### src/rtl/game_pkg.sv
// Shared types and constants for the game restart sequencing.
// Restart codes, restart FSM states, spawn positions and score limit.
package game_pkg;

    typedef enum logic [1:0] {
        RST_NONE      = 2'b00,
        RST_TOM_WIN   = 2'b01,
        RST_JERRY_WIN = 2'b10,
        RST_MANUAL    = 2'b11
    } restart_e;

    typedef enum logic [1:0] {
        IDLE   = 2'd0,
        FREEZE = 2'd1,
        CLEAR  = 2'd2,
        SPAWN  = 2'd3
    } state_e;

    localparam logic [9:0] TOM_SPAWN_X   = 10'd64;
    localparam logic [9:0] TOM_SPAWN_Y   = 10'd400;
    localparam logic [9:0] JERRY_SPAWN_X = 10'd560;
    localparam logic [9:0] JERRY_SPAWN_Y = 10'd80;

    localparam logic [3:0] SCORE_MAX = 4'd9;

endpackage

### src/rtl/score_counter.sv
// Saturating round-win counter for one character.
// Clear has priority over increment.
module score_counter
    import game_pkg::*;
#(
    parameter logic [3:0] MAX = SCORE_MAX
) (
    input  logic       clk,
    input  logic       rst,
    input  logic       inc,
    input  logic       clr,
    output logic [3:0] count
);

    always_ff @(posedge clk) begin
        if (rst) begin
            count <= '0;
        end else if (clr) begin
            count <= '0;
        end else if (inc && (count < MAX)) begin
            count <= count + 4'd1;
        end
    end

endmodule

### src/rtl/game_restart.sv
// Restart sequencer: freeze, clear handshake, spawn pulse, round scores.
// Frame and ack-timeout timers are kept here alongside the FSM.
module game_restart
    import game_pkg::*;
#(
    parameter int FREEZE_FRAMES = 120,
    parameter int ACK_TIMEOUT   = 16
) (
    input  logic       clk,
    input  logic       rst,
    input  logic [1:0] reset_req,
    input  logic       frame_tick,
    input  logic       clear_ack,
    output logic       game_freeze,
    output logic       clear_req,
    output logic       spawn_load,
    output logic [1:0] winner,
    output logic [3:0] tom_score,
    output logic [3:0] jerry_score,
    output logic       busy,
    output logic       ack_timeout
);

    localparam int FW = (FREEZE_FRAMES > 0) ? $clog2(FREEZE_FRAMES + 1) : 1;
    localparam int TW = (ACK_TIMEOUT > 0) ? $clog2(ACK_TIMEOUT + 1) : 1;
    localparam logic [FW-1:0] FRAME_LAST = FW'(FREEZE_FRAMES - 1);
    localparam logic [TW-1:0] TO_LAST    = TW'(ACK_TIMEOUT - 1);

    state_e state_q, state_d;
    restart_e req;

    logic [FW-1:0] frame_cnt;
    logic [TW-1:0] to_cnt;

    logic tom_inc, jerry_inc, score_clr;
    logic winner_ld, timeout_set, timeout_clr;
    logic frame_last, to_last;

    assign req        = restart_e'(reset_req);
    assign frame_last = (frame_cnt == FRAME_LAST);
    assign to_last    = (ACK_TIMEOUT == 0) || (to_cnt == TO_LAST);

    always_ff @(posedge clk) begin
        if (rst) begin
            state_q <= IDLE;
        end else begin
            state_q <= state_d;
        end
    end

    always_comb begin
        state_d     = state_q;
        tom_inc     = 1'b0;
        jerry_inc   = 1'b0;
        score_clr   = 1'b0;
        winner_ld   = 1'b0;
        timeout_set = 1'b0;
        timeout_clr = 1'b0;
        unique case (state_q)
            IDLE: begin
                unique case (req)
                    RST_TOM_WIN, RST_JERRY_WIN: begin
                        winner_ld = 1'b1;
                        tom_inc   = (req == RST_TOM_WIN);
                        jerry_inc = (req == RST_JERRY_WIN);
                        state_d   = (FREEZE_FRAMES == 0) ? CLEAR : FREEZE;
                    end
                    RST_MANUAL: begin
                        winner_ld   = 1'b1;
                        score_clr   = 1'b1;
                        timeout_clr = 1'b1;
                        state_d     = CLEAR;
                    end
                    default: ;
                endcase
            end
            FREEZE: begin
                // Manual beats a coincident terminal tick
                if (req == RST_MANUAL) begin
                    winner_ld   = 1'b1;
                    score_clr   = 1'b1;
                    timeout_clr = 1'b1;
                    state_d     = CLEAR;
                end else if (frame_tick && frame_last) begin
                    state_d = CLEAR;
                end
            end
            CLEAR: begin
                if (clear_ack) begin
                    state_d = SPAWN;
                end else if (to_last) begin
                    timeout_set = 1'b1;
                    state_d     = SPAWN;
                end
            end
            SPAWN: begin
                state_d = IDLE;
            end
            default: state_d = IDLE;
        endcase
    end

    // Counters idle at zero outside their state, so entry always starts at 0
    always_ff @(posedge clk) begin
        if (rst || (state_q != FREEZE)) begin
            frame_cnt <= '0;
        end else if (frame_tick) begin
            frame_cnt <= frame_cnt + 1'b1;
        end
    end

    always_ff @(posedge clk) begin
        if (rst || (state_q != CLEAR)) begin
            to_cnt <= '0;
        end else begin
            to_cnt <= to_cnt + 1'b1;
        end
    end

    always_ff @(posedge clk) begin
        if (rst) begin
            winner      <= 2'b00;
            ack_timeout <= 1'b0;
        end else begin
            if (winner_ld) begin
                winner <= reset_req;
            end
            if (timeout_clr) begin
                ack_timeout <= 1'b0;
            end else if (timeout_set) begin
                ack_timeout <= 1'b1;
            end
        end
    end

    score_counter #(.MAX(SCORE_MAX)) u_tom_score (
        .clk   (clk),
        .rst   (rst),
        .inc   (tom_inc),
        .clr   (score_clr),
        .count (tom_score)
    );

    score_counter #(.MAX(SCORE_MAX)) u_jerry_score (
        .clk   (clk),
        .rst   (rst),
        .inc   (jerry_inc),
        .clr   (score_clr),
        .count (jerry_score)
    );

    assign busy        = (state_q != IDLE);
    assign game_freeze = busy;
    assign clear_req   = (state_q == CLEAR);
    assign spawn_load  = (state_q == SPAWN);

endmodule

### config.mk
export PLATFORM = sky130hd
export DESIGN_NAME = game_restart
export DESIGN_NICKNAME = d
export VERILOG_FILES = /design/src/rtl/game_pkg.sv /design/src/rtl/score_counter.sv /design/src/rtl/game_restart.sv
export SDC_FILE = /design/constraint.sdc
export NUM_CORES = 1
export LEC_CHECK = 0
export ABC_AREA = 1
export BUFFER_PORTS_ARGS = -buffer_cell sky130_fd_sc_hd__clkbuf_2
export CAP_MARGIN = 20
export CORE_MARGIN = 2
export CORE_UTILIZATION = 35
export DETAILED_ROUTE_END_ITERATION = 16
export GPL_TIMING_DRIVEN = 0
export PLACE_DENSITY = 0.52
export SYNTH_ARGS = -nofsm -noshare
export SYNTH_HDL_FRONTEND = slang
export SYNTH_SLANG_ARGS = --single-unit
### constraint.sdc
create_clock -name clk -period 2.6 [get_ports clk]
set_input_delay 0 -clock clk [delete_from_list [all_inputs] [get_ports clk]]
set_output_delay 0 -clock clk [all_outputs]
set_load 0.05 [all_outputs]
======== Word-level counts from Yosys, hierarchy flattened ========
Index checks and enable logic that the tools add are counted.
storage, ports and cells
  word-level logic and storage cells ...... 55
  register bits after elaboration ......... 25
  latch bits .............................. 0
  bits in writable memories ............... 0
  ROM bits ................................ 0
  output and inout bits ................... 15
  memories kept ........................... 0
cells by class
  multiplexer cells ....................... 17
  magnitude comparators ................... 2
  divide/modulo/power cells ............... 0
  add/subtract/negate cells ............... 4
  reduce and logical (&&, ||, !) cells .... 12
  $mul .................................... 0
  shift-type cells ........................ 0
  eq/ne operators ......................... 13
  bitwise logic cells ..................... 0
operator list
  cell                 number
  $mux 1               10
  $add 4x1->4 const B  2
  $eq 2x2->1 const B   4
  $lt 4x4->1 const B   2
  $mux 2               4
  $pmux 2 s4           1
  $add 7x1->7 const B  1
  $eq 7x7->1 const B   1
  $ne 3x2->1 const B   2
  $reduce_or 2->1      3
  $add 5x1->5 const B  1
  $eq 5x4->1 const B   1
  $eq 2x1->1 const B   2
  $pmux 2 s2           1
  $logic_and 1x1->1    3
  $ne 3x3->1 const B   1
  $reduce_and 3->1     1
  $reduce_or 3->1      1
  $logic_not 2->1      1
  $logic_or 1x1->1     2
  $ne 2x1->1 const B   1
  $ne 2x2->1 const B   1
  $pmux 1 s2           1
  $reduce_bool 2->1    1

======== Longest topological paths before layout ========
Gate-level depths: netlist of the first run.
  depth after elaboration ................. 5
  gate-level depth with buffers ........... 10

======== Hierarchy ========
Synthesis of the first run repeated with hierarchy kept, for this count alone.
unflattened totals
  cells, all modules ...................... 189
  area total of the unflattened synthesis .. 1333.8 um2
by module, submodules not included
  module         instances  seq. area each (um2)  cells each  area an instance (um2)
  game_restart   1          340.3                 119         853.3
  score_counter  2          80.1                  35          240.2

======== Worst setup path after synthesis of the first run ========
OpenSTA, ideal clock, no wires.
  path kind ............................... register to register
  start ................................... register u_tom_score.count[0]
  end ..................................... register u_tom_score.count[0]
  cell stages (with the launch flop) ...... 9
  data arrival time ....................... 1.406 ns
  slack ................................... 1.078 ns
  library setup time ...................... 0.116 ns
  clock period less this slack ............ 1.522 ns
  path through ............................ dfxtp_1 > inv_1 > ha_1 > nand2_1 > nand2_1 > nand2_2 > inv_1 > nor2_1 > nor2_1
on the way
  cells in the longest elaborated chain, start to end .. 2
ends and longest elaborated chain
  item                    line                 source
  from (decl)             score_counter.sv:12  output logic [3:0] count
  from (signal assigned)  score_counter.sv:21  count <= count + 4'd1;
  $lt 4x4->1              score_counter.sv:20  end else if (inc && (count < MAX)) begin
  $logic_and 1x1->1       score_counter.sv:20
Several ways; a longest one is shown, not always the timed one.
A chain may end at the register's enable or synchronous reset.

======== Worst setup path after layout of the first run ========
  start ................................... register state_q[0]
  end ..................................... output game_freeze
on the way
  cells in the longest elaborated chain, start to end .. 1
ends and longest elaborated chain
  item                    line                 source
  from (decl)             game_restart.sv:29   state_e state_q, state_d;
  from (signal assigned)  game_restart.sv:47   state_q <= state_d;
  $reduce_bool 2->1       game_restart.sv:152  assign busy = (state_q != IDLE);
  to (decl)               game_restart.sv:14   output logic game_freeze,
No other way between the ends.

==> summary.md, run 1 <==
| Metric | Value |
|---|---|
| Status | complete, no violations |
| Share of layout cells above drive strength 1 | 16.2% |
| Final global-route overflow total | 0 |
| CP startpoint | state_q[0] |
| Clock Skew | 4.08 ps |
| Worst-Margin Slew | 377 ps |
| Area share of the largest cell type after synthesis | 39.3% |
| Worst hold start | reset_req[1] |
| Cell leakage power | 0.693 nW |
| RSZ-0062 raised after global routing | false |
| Hold Path Class | in -> reg |
| Worst VDD drop | 0.663 mV |
| Final #Nets | 215 |
| R2R setup slack | 1140 ps |
| Initial Util | 37.3% |
| CTS Buf Count | 3 |
| Initial antenna violation count | 0 |
| Post-synthesis sequential area ratio | 39.3% |
| Critical path's top delay family | buffers and inverters |
| Mapped Nets | 187 |
| Number of global-route vias before repair | 985 |
| Clock Path Buffers | 2 |
| Achievable frequency | 627 MHz |
| Reg clk slew, reported paths | 140 ps |
| Inst Count DP | 236 |
| Internal power | 0.000637 W |
| Setup TNS | 0 ps |
| Max-Cap Viols | 0 |
| Via-per-instance ratio | 4.49 |
| Critical-path cell list | inv_1 > ha_1 > inv_2 > buf_4 > clkbuf_2 |
| Detailed Routing Iterations Pass 1 | 4 |
| Relative slew margins | 74.8% |
| Final Setup Violations | 0 |
| Avg WL per Cell | 9.53 um |
| Fillcell total | 383 |
| Yosys reg bits | 25 |
| Area Overhead vs Synth | 16.9% |
| Synth top area cells | dfxtp_1, ha_1, inv_1, nand2_1, nor2_1 |
| WHS | 79.0 ps |
| Final ANT Viol Nets | 0 |
| Mapped cell area | 0.00127 mm^2 |
| Buffers added on ports | 20 |
| Switching share of power | 46.5% |
| Die H | 64.3 um |
| Synth cell types | 23 |
| Total Wirelength | 2320 um |
| CP Launch Type | register |
| Largest net degree at the start of global routing | 15 |
| CTS sink cnt | 25 |
| Switching component of the power | 0.000555 W |
| Worst Path Max Fanout | 6 |
| Dpl hpwl | 1810 um |
| CTS root buf | clkbuf_4 |
| Synth warn | 0 |
| Power Density | 801 mW/mm^2 |
| Pins Over Slew Limit | 0 |
| Drt drc | 0 |
| # diodes | 0 |
| Req. time, crit path | 2600 ps |
| Die area | 0.00413 mm^2 |
| Buf+Inv Stages, Crit Path | 4 |
| Placer Congestion | 0.815 |
| Vias post-DR | 1091 |
| Reg2reg start | state_q[0] |
| Reg power frac | 38.6% |
| CP max stage delay | 410 ps |
| Global-route wire length before repair | 4170 um |
| Leading area contributor after synthesis | dfxtp_1 |
| Minimum clock period | 1600 ps |
| Comb power frac | 46.6% |
| Worst skew pair latency | 320 ps |
| Syn avg cell area | 7.49 um^2 |
| Crit-path slowest cell | dfxtp_1 |
| Die width | 64.3 um |
| Iteration-0 DRC Markers | 17 |
| Clk pwr share | 14.7% |
| Core area | 0.00342 mm^2 |
| Fin cells | 243 |
| Num ports | 21 |
| Num rows | 21 |
| H-tree Lvls | 1 |
| Final worst path period share | 61.4% |
| Endpoints failing hold | 0 |
| Critical Path AT | 1600 ps |
| CTS tree | done |
| Syn Inst Count | 170 |
| Worst setup EP type | output pin |
| Tot GR Track Use | 12.9% |
| Crit path kind | reg -> out |
## logic make-up (layout without fill, tap and decap cells)
logic type      count (synthesis)  after routing  synth area share (%)
buf+inv                        33             60                  10.0
simple gates                   73             73                  26.3
flops                          25             25                  39.3
xor+xnor                        4              4                  2.75
fa+ha+maj                      11             11                  10.8
compound gates                 24             24                  10.8
## power by group through the flow
stage          Clock, W  Combinational [W]  Sequential [W]
2_1_floorplan         0           0.000379        0.000533
3_5_place_dp          0           0.000553        0.000470
4_1_cts        0.000192           0.000561        0.000461
5_1_grt        0.000204           0.000618        0.000470
6_report       0.000176           0.000556        0.000460
3_3_place_gp          0           0.000548        0.000469
## cells in the final DEF (no fill, tap or decap)
master	count
nand2_1	30
clkbuf_2	20
xnor2_1	1
ha_1	11
clkinv_2	1
o21bai_1	1
nand3b_1	1
nand3_1	9
a31oi_1	1
nand2_2	1
nor2_1	22
a21oi_1	12
o21ai_0	8
a21oi_4	1
clkbuf_4	3
nor2_2	1
nor3b_1	3
nor3_4	1
dfxtp_1	25
nor3_1	3
inv_2	1
buf_4	1
dlygate4sd3_1	3
nand3_2	2
o211ai_1	1
inv_1	31
xor2_1	3
## cell usage after synthesis, drive strengths merged
library cell	count
inv	32
nand2	31
dfxtp	25
nor2	23
a21oi	13
ha	11
nand3	11
o21ai	8
nor3	4
nor3b	3
xor2	3
a31oi	1
buf	1
nand3b	1
o211ai	1
o21bai	1
xnor2	1
## flip-flops by register name, indices dropped and copies added (netlist names)
register and count:
u_tom_score.count 4, u_jerry_score.count 4, winner 2, frame_cnt 7
ack_timeout 1, state_q 2, to_cnt 5
## metal layers
| layer | part of all wire (%) | track usage [%] | up-vias |
|---|---|---|---|
| li1 | - | - | 587 |
| met1 | 51 | 16.0 | 479 |
| met2 | 43 | 20.8 | 21 |
| met3 | 4.4 | 4.23 | 4 |
| met4 | 1.3 | 4.26 | 0 |
| met5 | 0 | 0 | - |
## worst paths after layout
check,endpoint,depth (start not counted)
worst max-delay path,game_freeze,5
worst min-delay path,u_tom_score.count[2],4
worst max register to register,u_tom_score.count[0],7
worst min register to register,ack_timeout,2
## metrics by stage
step	power (W)	setup WS, ps	utilization (%)	area (um^2)
floorplan	0.000912	1080	-	1270
global placement	0.00102	1160	41.9	1430
detailed placement	0.00102	1150	41.9	1430
CTS	0.00121	991	43.6	1490
global route	0.00129	880	43.6	1490
finish	0.00119	1000	43.6	1490
## tightest hold or removal path: cells and delay by family
kind	cells	cell delay, ps
AOI/OAI and AO/OA	1	60
and+or+nand+nor	2	140
buffers and inverters	1	170
## repair_timing
| action | CTS | global route |
|---|---|---|
| buffers inserted | 0 | 0 |
| hold endpoints to repair | 4 | 0 |
| resized for setup | 0 | 0 |
| hold buffers | 3 | 0 |
## cell type report
cell class / instances / area, um^2 / area share [%]
inverter: 32 / 120 / 8.07
timing repair buffer: 23 / 130 / 8.75
clock inverter: 1 / 5.00 / 0.336
clock buffer: 3 / 22.5 / 1.51
sequential: 25 / 500 / 33.6
buffer: 1 / 7.51 / 0.505
tap: 46 / 57.6 / 3.87
multi-input combinational: 112 / 644 / 43.3
No activity file was read; power rests on OpenSTA's default activity.
==> run 2, diff against run 1 <==
==> constraint.sdc (replaced) <==
create_clock -name clk -period 1.56 [get_ports clk]
set_input_delay 0 -clock clk [delete_from_list [all_inputs] [get_ports clk]]
set_output_delay 0 -clock clk [all_outputs]
set_load 0.05 [all_outputs]
==> run 2 against run 1 <==
Compared with the run above: hold slack worse by 6.2 ps; count of clock-buffer cells in the layout unchanged; wire length rose by 2.6%; design area up 1.4%; sequential cell count unchanged; power up 71%; clock power grew 69%; setup slack got worse by 890 ps; global-route usage is 0.074 points higher; die area is the same; register-to-register slack worse by 1000 ps; clock skew grew 3.5 ps; largest power group unchanged.
==> summary.md, run 2 (same netlist as run 1, synthesis figures left out) <==
| Metric | Value |
|---|---|
| Crit path kind | reg -> out |
| Final global-route overflow total | 0 (unchanged) |
| Worst VDD drop | 1.13 mV (+70%) |
| Final #Nets | 215 (unchanged) |
| Die width | 64.3 um (unchanged) |
| Reg clk slew, reported paths | 140 ps (about the same) |
| Comb power frac | 47.2% (+0.6 points) |
| Largest net degree at the start of global routing | 15 (unchanged) |
| Final worst path period share | 92.8% |
| Commonest non-fill, non-tap cell in the layout | inv_1 |
| Pins Over Slew Limit | 0 (unchanged) |
| CTS root buf | clkbuf_4 |
| Reg power frac | 38.2% (-0.4 points) |
| Global-route wire length before repair | 4200 um (+0.67%) |
| Number of global-route vias before repair | 994 (+0.91%) |
| Tot GR Track Use | 12.9% (+0.074 points) |
| Initial Util | 37.3% (unchanged) |
| Most frequent cells in the layout | inv_1, nand2_1, nor2_1, dfxtp_1, clkbuf_2 |
| CP Launch Type | register |
| Worst skew pair latency | 330 ps (about the same) |
| Num rows | 21 (unchanged) |
| Final Setup Violations | 0 (unchanged) |
| Share of layout cells above drive strength 1 | 20.8% (+4.6 points) |
| Buffers added on ports | 20 (unchanged) |
| Relative slew margins | 74.8% (about the same) |
| Hold Path Class | in -> reg |
| CTS tree | done |
| Fin cells | 243 (unchanged) |
| RSZ-0062 raised after global routing | false |
| Achievable frequency | 691 MHz |
| Req. time, crit path | 1560 ps (-1040 ps) |
| CTS sink cnt | 25 (unchanged) |
| Endpoints failing hold | 0 (unchanged) |
| Setup TNS | 0 ps (unchanged) |
| Largest registers | frame_cnt (7), to_cnt (5) |
| Die H | 64.3 um (unchanged) |
| Total Wirelength | 2380 um (+2.6%) |
| Num ports | 21 (unchanged) |
| Die area | 0.00413 mm^2 (unchanged) |
| Initial antenna violation count | 0 (unchanged) |
| Clk pwr share | 14.6% (about the same) |
| Placer Congestion | 0.815 (unchanged) |
| Worst Path Max Fanout | 6 (unchanged) |
| CTS Buf Count | 3 (unchanged) |
| Postcts setup bufs | 0 (unchanged) |
| Avg WL per Cell | 9.79 um (+2.6%) |
| Power Density | 1350 mW/mm^2 (+69%) |
| Internal power | 0.00109 W (+71%) |
| Drt drc | 0 (unchanged) |
| Number of flip-flops in the largest register | 7 (unchanged) |
| # diodes | 0 (unchanged) |
| Detailed Routing Iterations Pass 1 | 2 (-2) |
| H-tree Lvls | 1 (unchanged) |
| Clock Skew | 7.58 ps (+3.50 ps) |
| Switching component of the power | 0.000949 W (+71%) |
| Area Overhead vs Synth | 18.6% |
| Clock Path Buffers | 2 (unchanged) |
| Switching share of power | 46.5% (about the same) |
| Critical Path AT | 1450 ps (-150 ps) |
| Vias post-DR | 1092 (+0.092%) |
| Iteration-0 DRC Markers | 15 (-2) |
| Biggest register | frame_cnt |
| Minimum clock period | 1450 ps |
| Dpl hpwl | 1810 um (unchanged) |
| Via-per-instance ratio | 4.49 (about the same) |
| Cell leakage power | 0.692 nW (-0.22%) |
| Inst Count DP | 236 (unchanged) |
| Worst setup EP type | output pin |
| Status | complete, no violations |
| Worst setup margin | 112 ps (-893 ps) |
| Worst-Margin Slew | 376 ps (-0.641 ps) |
| Core area | 0.00342 mm^2 (unchanged) |
| Max-Cap Viols | 0 (unchanged) |
| Pre-CTS setup slack | 107 ps (-1040 ps) |
| Final ANT Viol Nets | 0 (unchanged) |
[run 2: path summary, 6_finish.rpt]
check / start / to / slack [ps] / depth (start not counted)
worst min-delay path: reset_req[1] / u_tom_score.count[2] / 70 / 4
worst max-delay path: state_q[0] / game_freeze / 110 / 5
worst max register to register: to_cnt[0] / state_q[1] / 140 / 10
worst min register to register: to_cnt[0] / to_cnt[0] / 430 / 1
[run 2: cell type report]
type | instances | area (um^2)
inverters | 32 | 120
clock buffers | 3 | 22.5
fillers | 381 | 1910
repair buffers | 23 | 133
flip-flops and latches | 25 | 504
clock inverters | 1 | 5.00
well taps | 46 | 57.6
multi-input cells | 112 | 659
plain buffers | 1 | 7.51
[run 2: power by group through the flow]
stage	Sequential, W	Clock [W]	Combinational [W]
4_1_cts	0.000771	0.000320	0.000943
6_report	0.000780	0.000298	0.000962
3_3_place_gp	0.000781	0	0.000913
2_1_floorplan	0.000888	0	0.000632
5_1_grt	0.000793	0.000341	0.00107
3_5_place_dp	0.000783	0	0.000921
[run 2: repair_timing]
item	CTS	global route
hold endpoints to repair	4	0
hold buffers	3	0
setup endpoints to repair	1	7
gates resized for setup	2	8
[run 2: worst max-delay path, cell delays in order, from the launching register on]
cell,delay (ps)
dfxtp_2,390
inv_1,70
ha_2,220
inv_2,120
buf_4,120
clkbuf_4,210
[run 2: metal layers]
layer | global-route usage [%] | up-vias | wire length [um]
met4 | 4.26 | 0 | 30
met3 | 4.23 | 4 | 105
met1 | 16.1 | 482 | 1210
met2 | 21.0 | 20 | 1030
li1 | - | 586 | -
met5 | 0 | - | 0
[run 2: through the flow]
stage	instance area [um^2]	util, %	total power [W]	hold slack [ps]
after global routing	1510	44.2	0.00220	85.0
after detailed placement	1430	41.9	0.00170	270
final	1510	44.2	0.00204	72.8
after CTS	1490	43.7	0.00203	51.2
after global placement	1430	41.9	0.00169	252
after floorplan	1270	-	0.00152	89.4
==> run 3, diff against run 2 <==
--- a/config.mk
+++ b/config.mk
@@ -9,10 +9,10 @@
 export BUFFER_PORTS_ARGS = -buffer_cell sky130_fd_sc_hd__clkbuf_2
 export CAP_MARGIN = 20
 export CORE_MARGIN = 2
-export CORE_UTILIZATION = 35
+export CORE_UTILIZATION = 30
 export DETAILED_ROUTE_END_ITERATION = 16
 export GPL_TIMING_DRIVEN = 0
-export PLACE_DENSITY = 0.52
+export PLACE_DENSITY = 0.46
 export SYNTH_ARGS = -nofsm -noshare
 export SYNTH_HDL_FRONTEND = slang
 export SYNTH_SLANG_ARGS = --single-unit
==> constraint.sdc (replaced) <==
create_clock -name clk -period 1.56 [get_ports clk]
set_input_delay 0 -clock clk [delete_from_list [all_inputs] [get_ports clk]]
set_output_delay 0 -clock clk [all_outputs]
set_load 0.1 [all_outputs]
==> run 3 against run 2 <==
Compared with the run above: register-to-register slack better by 30 ps; combinational power up 35%; cell count up 0.82%; count of clock-buffer cells in the layout up 1; maximum frequency down 0.17%; power up 20%; largest power group unchanged.
==> summary.md, run 3 (same netlist as run 1, synthesis figures left out) <==
| Metric | Value |
|---|---|
| Crit-path slowest cell | dfxtp_1 |
| Final ANT Viol Nets | 0 (unchanged) |
| Hold Path Class | in -> reg |
| Most frequent cells in the layout | inv_1, nand2_1, nor2_1, clkbuf_2, dfxtp_1 |
| Dpl cell area | 0.00145 mm^2 (+1.1%) |
| CTS Buf Count | 3 (unchanged) |
| Setup TNS | 0 ps (unchanged) |
| Worst-Margin Slew | 549 ps (+173 ps) |
| Largest registers | frame_cnt (7), to_cnt (5) |
| Critical Path AT | 1450 ps (about the same) |
| Design area | 0.00153 mm^2 (+1.2%) |
| Largest net degree at the start of global routing | 14 (-1) |
| Iteration-0 DRC Markers | 30 (+15) |
| Number of flip-flops in the largest register | 7 (unchanged) |
| CTS sink cnt | 25 (unchanged) |
| CP Launch Type | register |
| Clock Path Buffers | 2 (unchanged) |
| Worst skew pair latency | 270 ps (-60 ps) |
| Vias post-DR | 1083 (-0.82%) |
| Worst Path Max Fanout | 6 (unchanged) |
| Endpoints failing hold | 0 (unchanged) |
| Area Overhead vs Synth | 20.0% |
| Final Setup Violations | 0 (unchanged) |
| Inst Count DP | 240 (+1.7%) |
| Avg WL per Cell | 9.97 um (+1.9%) |
| Postcts setup bufs | 0 (unchanged) |
| Reg clk slew, reported paths | 90 ps (-50 ps) |
| Initial antenna violation count | 0 (unchanged) |
| Die area | 0.00478 mm^2 (+16%) |
| Detailed Routing Iterations Pass 1 | 4 (+2) |
| Die H | 69.1 um (+7.5%) |
| Req. time, crit path | 1560 ps (about the same) |
| Cell leakage power | 0.692 nW (+0.12%) |
| Buffers added on ports | 20 (unchanged) |
| Clock Skew | 6.14 ps (-1.45 ps) |
| Tot Pwr | 0.00246 W (+20%) |
| Total Wirelength | 2440 um (+2.7%) |
| Final #Nets | 213 (-0.93%) |
| Achievable frequency | 690 MHz (-0.17%) |
| Tot GR Track Use | 11.1% (-1.9 points) |
| Relative slew margins | 63.6% (-11 points) |
| # diodes | 0 (unchanged) |
| Power Density | 1610 mW/mm^2 (+19%) |
| Die width | 69.1 um (+7.5%) |
| Biggest register | frame_cnt |
| Share of layout cells above drive strength 1 | 22.6% (+1.8 points) |
| Status | complete, no violations |
| H-tree Lvls | 1 (unchanged) |
| Worst VDD drop | 0.926 mV (-18%) |
| Initial Util | 31.6% (-5.7 points) |
| Pins Over Slew Limit | 0 (unchanged) |
| Drt drc | 0 (unchanged) |
| Minimum clock period | 1450 ps (+2.44 ps) |
| CTS tree | done |
| RSZ-0062 raised after global routing | false |
| Max-Cap Viols | 0 (unchanged) |
| Num ports | 21 (unchanged) |
| Global-route wire length before repair | 4440 um (+5.6%) |
| Final global-route overflow total | 0 (unchanged) |
| Number of global-route vias before repair | 1020 (+2.6%) |
| Final cell utilization of the core | 37.9% (-6.3 points) |
| Final worst path period share | 93.0% (+0.16 points) |
| CP max stage delay | 390 ps (about the same) |
| Fillcell total | 430 (+13%) |
| Crit path kind | reg -> out |
| Critical-path cell list | inv_1 > ha_2 > inv_2 > clkbuf_4 |
| CTS root buf | clkbuf_8 |
| Core area | 0.00403 mm^2 (+18%) |
| Fin cells | 245 (+0.82%) |
| Placer Congestion | 0.804 (-1.4%) |
| Num rows | 23 (+9.5%) |
| Via-per-instance ratio | 4.42 (-1.6%) |
| Worst setup EP type | output pin |
| Dpl hpwl | 1920 um (+6.4%) |
run 3: cell count changes in the layout (fill, tap and decap cells not counted), sizes merged:
cell,change
buf,+1
clkinv,-1
dlygate4sd3,-2
run 3: cell type report:
class / instances / area [um^2] / area share (%)
multi-input combinational: 112 / 662 / 43.4
sequential: 25 / 510 / 33.4
timing repair buffer: 21 / 119 / 7.79
inverter: 32 / 120 / 7.87
clock buffer: 4 / 45.0 / 2.95
tap: 50 / 62.6 / 4.10
buffer: 1 / 7.51 / 0.492
run 3: per-layer routing:
metal / global-route usage, % / part of all wire [%] / up-vias
li1: - / - / 580
met1: 15.1 / 52 / 480
met2: 17.2 / 43 / 19
met3: 1.90 / 3.8 / 4
met4: 4.58 / 1.6 / 0
met5: 0 / 0 / -
run 3: timing repair:
action                                  4_1_cts  5_1_grt
endpoints found under the setup margin        2        7
hold endpoints to repair                      1        0
hold buffers                                  1        0
gates resized for setup                       4        7
run 3: worst max-delay path, delay by kind of cell, from the launching register on:
kind | cells | cell delay, ps
flops | 1 | 390
fa+ha+maj | 1 | 230
buf+inv | 3 | 570
run 3: where the power goes:
| group | total (W) | switching (W) | leakage (nW) | internal (W) |
|---|---|---|---|---|
| combinational | 0.00130 | 0.00101 | 0.463 | 0.000296 |
| sequential | 0.000774 | 0.0000620 | 0.207 | 0.000712 |
| clock | 0.000378 | 0.000195 | 0.0228 | 0.000183 |
| total | 0.00246 | 0.00126 | 0.692 | 0.00119 |
run 3: worst paths after layout:
kind | cells past startpoint | end | from | slack [ps]
setup / recovery | 4 | busy | state_q[0] | 110
hold / removal | 4 | ack_timeout | clear_ack | 20
setup reg to reg | 7 | u_tom_score.count[1] | state_q[0] | 170
hold reg to reg | 1 | to_cnt[0] | to_cnt[0] | 420
run 3: metrics by stage:
step | hold WS (ps) | worst slack, ps
floorplan | 89.4 | 6.36
global placement | 257 | 106
detailed placement | 267 | 67.5
CTS | 20.1 | 32.8
global route | 69.0 | 15.1
finish | 21.1 | 110
